--- config.mk ---
export PLATFORM = sky130hd
export DESIGN_NAME = rx_message_buffer
export DESIGN_NICKNAME = d
export VERILOG_FILES = /design/src/rtl/rx_buf_pkg.sv /design/src/rtl/rx_buf_ram.sv /design/src/rtl/rx_message_buffer.sv
export SDC_FILE = /design/constraint.sdc
export NUM_CORES = 1
export LEC_CHECK = 0
export CORE_ASPECT_RATIO = 0.75
export CORE_MARGIN = 5
export CORE_UTILIZATION = 35
export DETAILED_ROUTE_END_ITERATION = 10
export PLACE_DENSITY_LB_ADDON = 0.15
export SKIP_CTS_REPAIR_TIMING = 1
export SYNTH_ARGS = -nofsm -noshare
export SYNTH_HDL_FRONTEND = slang
export SYNTH_SLANG_ARGS = --single-unit
--- constraint.sdc ---
create_clock -name CLK -period 5.9 [get_ports CLK]
set_input_delay 1.18 -clock CLK [delete_from_list [all_inputs] [get_ports CLK]]
set_output_delay 1.18 -clock CLK [all_outputs]
set_load 0.02 [all_outputs]
--- src/rtl/rx_buf_pkg.sv ---
// -----------------------------------------------------------------------------
// rx_buf_pkg
// Shared definitions for the USB-PD receive-message buffer:
//   - default geometry (data width, depth, address width)
//   - control state encoding
//   - frame-type codes carried alongside a received message
//   - bit positions of the buffer's contributions to ALERT[15:0]
//   - count saturation helper
// -----------------------------------------------------------------------------
package rx_buf_pkg;

    localparam int RX_DW    = 8;
    localparam int RX_DEPTH = 32;
    localparam int RX_AW    = 5;

    localparam int ALERT_RX_SOP_MSG_STATUS_BIT = 2;
    localparam int ALERT_RX_BUF_OVERFLOW_BIT   = 10;

    typedef enum logic [1:0] {
        ST_EMPTY   = 2'd0,
        ST_FILLING = 2'd1,
        ST_HELD    = 2'd2,
        ST_READING = 2'd3
    } rx_buf_state_e;

    typedef enum logic [2:0] {
        FT_SOP         = 3'b000,
        FT_SOP_P       = 3'b001,
        FT_SOP_PP      = 3'b010,
        FT_SOP_DBG_P   = 3'b011,
        FT_SOP_DBG_PP  = 3'b100,
        FT_CABLE_RESET = 3'b110
    } rx_frame_type_e;

    // Clamp a reported byte count to what the buffer can physically hold.
    function automatic logic [7:0] sat_count(input logic [7:0] cnt, input logic [7:0] depth);
        logic [7:0] res;
        if (cnt > depth) begin
            res = depth;
        end else begin
            res = cnt;
        end
        return res;
    endfunction

endpackage

--- src/rtl/rx_buf_ram.sv ---
// -----------------------------------------------------------------------------
// rx_buf_ram
// DEPTH x DW storage for one received message. One write port, one
// synchronous read port (data appears the cycle after i_re). No reset: the
// contents are only meaningful once written by the Rx side.
// Ports:
//   CLK      clock, rising edge
//   i_we     write enable
//   i_waddr  write address
//   i_wdata  write data
//   i_re     read enable; captures mem[i_raddr] into o_rdata
//   i_raddr  read address
//   o_rdata  registered read data
// -----------------------------------------------------------------------------
module rx_buf_ram
    import rx_buf_pkg::*;
#(
    parameter int DW    = RX_DW,
    parameter int DEPTH = RX_DEPTH,
    parameter int AW    = RX_AW
) (
    input  logic          CLK,
    input  logic          i_we,
    input  logic [AW-1:0] i_waddr,
    input  logic [DW-1:0] i_wdata,
    input  logic          i_re,
    input  logic [AW-1:0] i_raddr,
    output logic [DW-1:0] o_rdata
);

    logic [DW-1:0] r_mem [DEPTH];
    logic [DW-1:0] r_rdata;

    // Storage write and registered read.
    always_ff @(posedge CLK) begin
        if (i_we) begin
            r_mem[i_waddr] <= i_wdata;
        end
        if (i_re) begin
            r_rdata <= r_mem[i_raddr];
        end
    end

    assign o_rdata = r_rdata;

endmodule

--- src/rtl/rx_message_buffer.sv ---
// -----------------------------------------------------------------------------
// rx_message_buffer
// Receive-message buffer sitting behind the USB-PD Rx state machine. Captures
// the bytes of one message, locks it once the Rx side reports it accepted,
// lets the TCPM pop it byte by byte and releases it on the RX alert clear.
// Ports:
//   CLK, reset               clock; synchronous active-low reset
//   iWR_EN/iDIR_WRITE/iDATA_IN  byte write from the Rx block
//   iMSG_DONE, iMSG_ABORT    message accepted / discarded (1-cycle pulses)
//   iRX_BUF_FRAME_TYPE       frame type of the message being received
//   iRECEIVE_BYTE_COUNT      byte count of the message being received
//   iRD_EN                   TCPM pop request
//   iALERT_CLR               TCPM clear of RX status; frees the buffer
//   oDATA_OUT, oDATA_VALID   popped byte, valid one cycle after iRD_EN
//   oRECEIVE_BYTE_COUNT      latched (saturated) byte count
//   oRX_BUF_FRAME_TYPE       latched frame type
//   oRX_SOP_MSG_STATUS       ALERT bit 2 contribution
//   oRX_BUF_OVERFLOW         ALERT bit 10 contribution
//   oBUF_BUSY                a message is held or being read
// -----------------------------------------------------------------------------
module rx_message_buffer
    import rx_buf_pkg::*;
#(
    parameter int DW    = RX_DW,
    parameter int DEPTH = RX_DEPTH,
    parameter int AW    = RX_AW
) (
    input  logic          CLK,
    input  logic          reset,
    input  logic          iWR_EN,
    input  logic [7:0]    iDIR_WRITE,
    input  logic [DW-1:0] iDATA_IN,
    input  logic          iMSG_DONE,
    input  logic          iMSG_ABORT,
    input  logic [2:0]    iRX_BUF_FRAME_TYPE,
    input  logic [7:0]    iRECEIVE_BYTE_COUNT,
    input  logic          iRD_EN,
    input  logic          iALERT_CLR,
    output logic [DW-1:0] oDATA_OUT,
    output logic          oDATA_VALID,
    output logic [7:0]    oRECEIVE_BYTE_COUNT,
    output logic [2:0]    oRX_BUF_FRAME_TYPE,
    output logic          oRX_SOP_MSG_STATUS,
    output logic          oRX_BUF_OVERFLOW,
    output logic          oBUF_BUSY
);

    localparam logic [7:0] DEPTH_B = 8'(DEPTH);

    rx_buf_state_e r_state;
    logic [AW:0]   r_fill_cnt;
    logic [7:0]    r_rd_ptr;
    logic [7:0]    r_count;
    logic [2:0]    r_frame_type;
    logic          r_sop_status;
    logic          r_overflow;
    logic          r_data_valid;

    logic          w_addr_ok;
    logic          w_can_fill;
    logic          w_ram_we;
    logic          w_pop;
    logic [AW:0]   w_wr_next;
    logic [AW-1:0] w_rd_addr;
    logic [DW-1:0] w_ram_q;

    assign w_addr_ok  = (iDIR_WRITE < DEPTH_B);
    assign w_can_fill = (r_state == ST_EMPTY) || (r_state == ST_FILLING);
    // A held message is never touched by the Rx side, so the RAM write is
    // gated by state as well as by address range.
    assign w_ram_we   = iWR_EN && w_addr_ok && w_can_fill;
    assign w_wr_next  = {1'b0, iDIR_WRITE[AW-1:0]} + {{AW{1'b0}}, 1'b1};
    // The HELD->READING transition is itself the first pop (address 0).
    assign w_pop      = iRD_EN && !iALERT_CLR &&
                        ((r_state == ST_HELD) ||
                         ((r_state == ST_READING) && (r_rd_ptr < r_count)));
    assign w_rd_addr  = (r_state == ST_HELD) ? {AW{1'b0}} : r_rd_ptr[AW-1:0];

    rx_buf_ram #(
        .DW    (DW),
        .DEPTH (DEPTH),
        .AW    (AW)
    ) u_ram (
        .CLK     (CLK),
        .i_we    (w_ram_we),
        .i_waddr (iDIR_WRITE[AW-1:0]),
        .i_wdata (iDATA_IN),
        .i_re    (w_pop),
        .i_raddr (w_rd_addr),
        .o_rdata (w_ram_q)
    );

    // Buffer control FSM with its registered status outputs.
    always_ff @(posedge CLK) begin
        if (!reset) begin
            r_state      <= ST_EMPTY;
            r_fill_cnt   <= '0;
            r_rd_ptr     <= 8'd0;
            r_count      <= 8'd0;
            r_frame_type <= 3'b000;
            r_sop_status <= 1'b0;
            r_overflow   <= 1'b0;
            r_data_valid <= 1'b0;
        end else begin
            r_data_valid <= w_pop;
            case (r_state)
                ST_EMPTY: begin
                    if (iWR_EN) begin
                        if (w_addr_ok) begin
                            r_fill_cnt <= w_wr_next;
                        end else begin
                            r_fill_cnt <= '0;
                            r_overflow <= 1'b1;
                        end
                        r_state <= ST_FILLING;
                    end
                end
                ST_FILLING: begin
                    if (iWR_EN && !w_addr_ok) begin
                        r_overflow <= 1'b1;
                    end
                    // A zero-length "done" carries nothing to hold: discard it.
                    if (iMSG_ABORT || (iMSG_DONE && (iRECEIVE_BYTE_COUNT == 8'd0))) begin
                        r_state    <= ST_EMPTY;
                        r_fill_cnt <= '0;
                    end else if (iMSG_DONE) begin
                        r_count      <= sat_count(iRECEIVE_BYTE_COUNT, DEPTH_B);
                        r_frame_type <= iRX_BUF_FRAME_TYPE;
                        r_sop_status <= 1'b1;
                        r_rd_ptr     <= 8'd0;
                        r_state      <= ST_HELD;
                    end else if (iWR_EN && w_addr_ok && (w_wr_next > r_fill_cnt)) begin
                        r_fill_cnt <= w_wr_next;
                    end
                end
                ST_HELD, ST_READING: begin
                    if (iALERT_CLR) begin
                        r_state      <= ST_EMPTY;
                        r_sop_status <= 1'b0;
                        r_overflow   <= 1'b0;
                        r_rd_ptr     <= 8'd0;
                        r_count      <= 8'd0;
                        r_fill_cnt   <= '0;
                    end else begin
                        if (iWR_EN) begin
                            r_overflow <= 1'b1;
                        end
                        if (w_pop) begin
                            r_state  <= ST_READING;
                            r_rd_ptr <= (r_state == ST_HELD) ? 8'd1 : (r_rd_ptr + 8'd1);
                        end
                    end
                end
                default: begin
                    r_state <= ST_EMPTY;
                end
            endcase
        end
    end

    // The RAM read register is not reset, so the byte is only exposed while valid.
    assign oDATA_OUT           = r_data_valid ? w_ram_q : {DW{1'b0}};
    assign oDATA_VALID         = r_data_valid;
    assign oRECEIVE_BYTE_COUNT = r_count;
    assign oRX_BUF_FRAME_TYPE  = r_frame_type;
    assign oRX_SOP_MSG_STATUS  = r_sop_status;
    assign oRX_BUF_OVERFLOW    = r_overflow;
    assign oBUF_BUSY           = (r_state == ST_HELD) || (r_state == ST_READING);

endmodule

==> summary.txt <==
Logic synthesis
  – Syn avg cell area: 14.9 sq um
  – Async set-reset flop share out of synthesis: 0%
  – Synthesized cell area: 11900 sq um
  – Unique cell type count in the Yosys netlist: 57
  – Syn Nets: 843
  – Seq/Total Area, Yosys: 70.6%
  – Post-synth EDFFs: 264
  – Synth Instances: 801
  – Synth warnings: 0
  – Ys flop type: edfxtp_1
  – Seq cells post-synth: 288

Setup path
  – Setup crit start kind: flop
  – Crit-path max FO: 28
  – Critical path required time: 6.16 ns
  – Endpoint class of the critical path: flop
  – Arrival time worst endpoint: 3.81 ns
  – CP Class: reg2reg

Clock tree
  – CTS buffer count: 29
  – CTS tree: yes
  – H-tree depth: 1
  – Clock latency at the later pin of the worst-skew pair: 0.55 ns
  – CTS Buffer Depth: 3
  – Clock transition at path regs: 0.07 ns
  – Root buffer cell: clkbuf_16
  – CTS sink count: 288

Finish
  – Nets: 893
  – Share of cells above drive strength 1: 10.7%
  – Finished Layout Cells: 1323
  – FILL cells: 3095
  – Layout overhead on the synthesized area: 16.3%
  – Diodes inserted: 0

Floorplan
  – Die width: 223 um
  – Initial Util: 35.5%
  – Die ar.: 37900 sq um
  – Core ar.: 33500 sq um
  – I/O Pins: 57
  – Row cnt: 58
  – Chip height: 170 um

Timing
  – RSZ-0062 raised after global routing: no
  – Slew HR: 19.2%
  – Final setup viols: 0
  – Measured slew at the worst slew-check pin: 1.20 ns
  – Fin crit share: 60.2%
  – Sum of negative setup slack: 0 ns
  – Final Critical Period: 3.55 ns
  – WHS: 0.477 ns
  – Clk_skew: 0.0121 ns
  – Fmax: 282 MHz
  – Final Hold Vio Count: 0
  – Pins Over Slew Limit: 0

Route
  – DRT iter0 DRCs: 573
  – Via count: 6953
  – Antenna viol nets, final: 0
  – Vias per cell: 5.26
  – DRC errors left: 0
  – Final WL: 31100 um
  – First drt pass iteration count: 4
  – DR WL/cell: 23.5 um

Worst hold path
  – Worst min path class: reg2reg

Power and ir drop
  – P_sw: 0.882 mW
  – Sw Share: 20.8%
  – Internal Power: 3.36 mW
  – Pwr Density: 306 nW/um^2
  – Static leakage: 4.38 nW
  – Sequential power share: 52.8%
  – Worst VDD drop: 0.194 mV
  – Combinational Power Share: 3.0%
  – Clock Power Share: 44.2%
  – Power, Total: 4.24 mW

Global routing
  – GRT Resource Usage Total: 16.2%
  – First-pass GRT wire length: 46200 um
  – Initial antenna violation count: 0
  – Grt total ovfl: 0
  – Number of global-route vias before repair: 6826
  – Largest net degree at the start of global routing: 60

Placed design
  – Hpwl dp: 20000 um
  – I/O Buffers: 56
  – Routability Congestion: 0.799
  – Placed Instances: 1270

Job
  – MaxCap Viol Count: 0

Run status
  – Status: finished, final reports clean
==> layout by cell type, fill, tap and decap left out, types with 20 or more instances in the layout <==
cell type | netlist | routed
edfxtp_1 | 264 | 264
nor2_1 | 78 | 78
mux2i_1 | 57 | 57
clkdlybuf4s50_1 | 0 | 55
inv_1 | 29 | 29
clkbuf_16 | 0 | 29
a211oi_1 | 22 | 22
dfxtp_1 | 24 | 22
nand2_1 | 21 | 21
a21oi_1 | 21 | 21
o21ai_0 | 20 | 20
o211ai_1 | 20 | 20
==> cell usage after synthesis, types with 15 or more instances <==
master | n | area, sq um
a211oi_1 | 22 | 165
a21oi_1 | 21 | 105
and2_1 | 16 | 100
buf_2 | 19 | 95.1
clkbuf_1 | 21 | 78.8
dfxtp_1 | 24 | 480
edfxtp_1 | 264 | 7930
inv_1 | 29 | 109
mux2i_1 | 57 | 571
mux4_2 | 16 | 360
nand2_1 | 21 | 78.8
nor2_1 | 78 | 293
o211ai_1 | 20 | 150
o21ai_0 | 20 | 100
o221ai_1 | 16 | 140
o22ai_1 | 15 | 93.8
==> critical path, cell delays in order, from the launching register on <==
cell and delay [ns]:
dfxtp_1 0.58, nand2b_2 0.63, nand2_2 0.44, nor2_1 0.88
o211ai_1 0.24, o211ai_1 0.29, a22oi_1 0.18
==> power by group through the flow <==
stage	Combinational [mW]	Clock [mW]	Sequential (mW)
finish	0.126	1.87	2.24
global route	0.136	2.00	2.24
CTS	0.128	1.91	2.24
detailed placement	0.128	0	2.28
global placement	0.129	0	2.28
floorplan	0.0424	0	2.28
==> metal layers <==
layer / vias up / GRT usage (%) / wire length, um
met3: 58 / 3.84 / 1950
met1: 3457 / 24.9 / 15400
li1: 3235 / - / -
met2: 203 / 23.1 / 12900
met5: - / 0 / 0
met4: 0 / 4.53 / 863
==> stage by stage <==
| step | util, % | instance area (sq um) | setup slack (ns) |
|---|---|---|---|
| after floorplan | - | 11900 | 2.98 |
| after global placement | 38.4 | 12900 | 1.88 |
| after detailed placement | 38.4 | 12900 | 1.88 |
| after CTS | 41.3 | 13800 | 2.41 |
| after global routing | 41.3 | 13800 | 2.04 |
| final | 41.3 | 13800 | 2.35 |
==> logic make-up (layout without fill, tap and decap cells) <==
group                      Yosys count  count (layout)  share of synthesized area [%]
buffers and inverters               80             152                           3.00
muxes                               74              74                           7.91
adders and majority gates            8               8                          0.840
DFF                                288             288                           70.6
and+or+nand+nor                    186             186                           7.96
AOI/OAI and AO/OA                  165             165                           9.70
==> final timing paths <==
check,startpoint,end,slack [ns],cells after the start
worst max-delay path,r_state[0]$_SDFFE_PN0P_,u_ram.o_rdata[5]$_DFFE_PP_,2.35,6
worst min-delay path,oRECEIVE_BYTE_COUNT[5]$_SDFFE_PN0P_,oRECEIVE_BYTE_COUNT[5]$_SDFFE_PN0P_,0.48,2
worst min register to register,oRECEIVE_BYTE_COUNT[5]$_SDFFE_PN0P_,oRECEIVE_BYTE_COUNT[5]$_SDFFE_PN0P_,0.48,2
worst max register to register,r_state[0]$_SDFFE_PN0P_,u_ram.o_rdata[5]$_DFFE_PP_,2.35,6
==> state kept, by name, indices dropped and copies added, names as in the netlist, 2 cells and up <==
name,cells
r_rd_ptr,8
oRX_BUF_FRAME_TYPE,3
u_ram.r_mem,256
r_state,2
oRECEIVE_BYTE_COUNT,8
u_ram.o_rdata,8
==> final cells by class <==
cell class	count	area, sq um	share of cell area [%]
inverters	30	113	0.813
well taps	450	563	4.07
multi-input cells	433	3150	22.7
flip-flops and latches	288	8410	60.8
clock inverters	21	224	1.62
repair buffers	69	653	4.72
clock buffers	32	737	5.32
(Power assumes the default switching activity.)
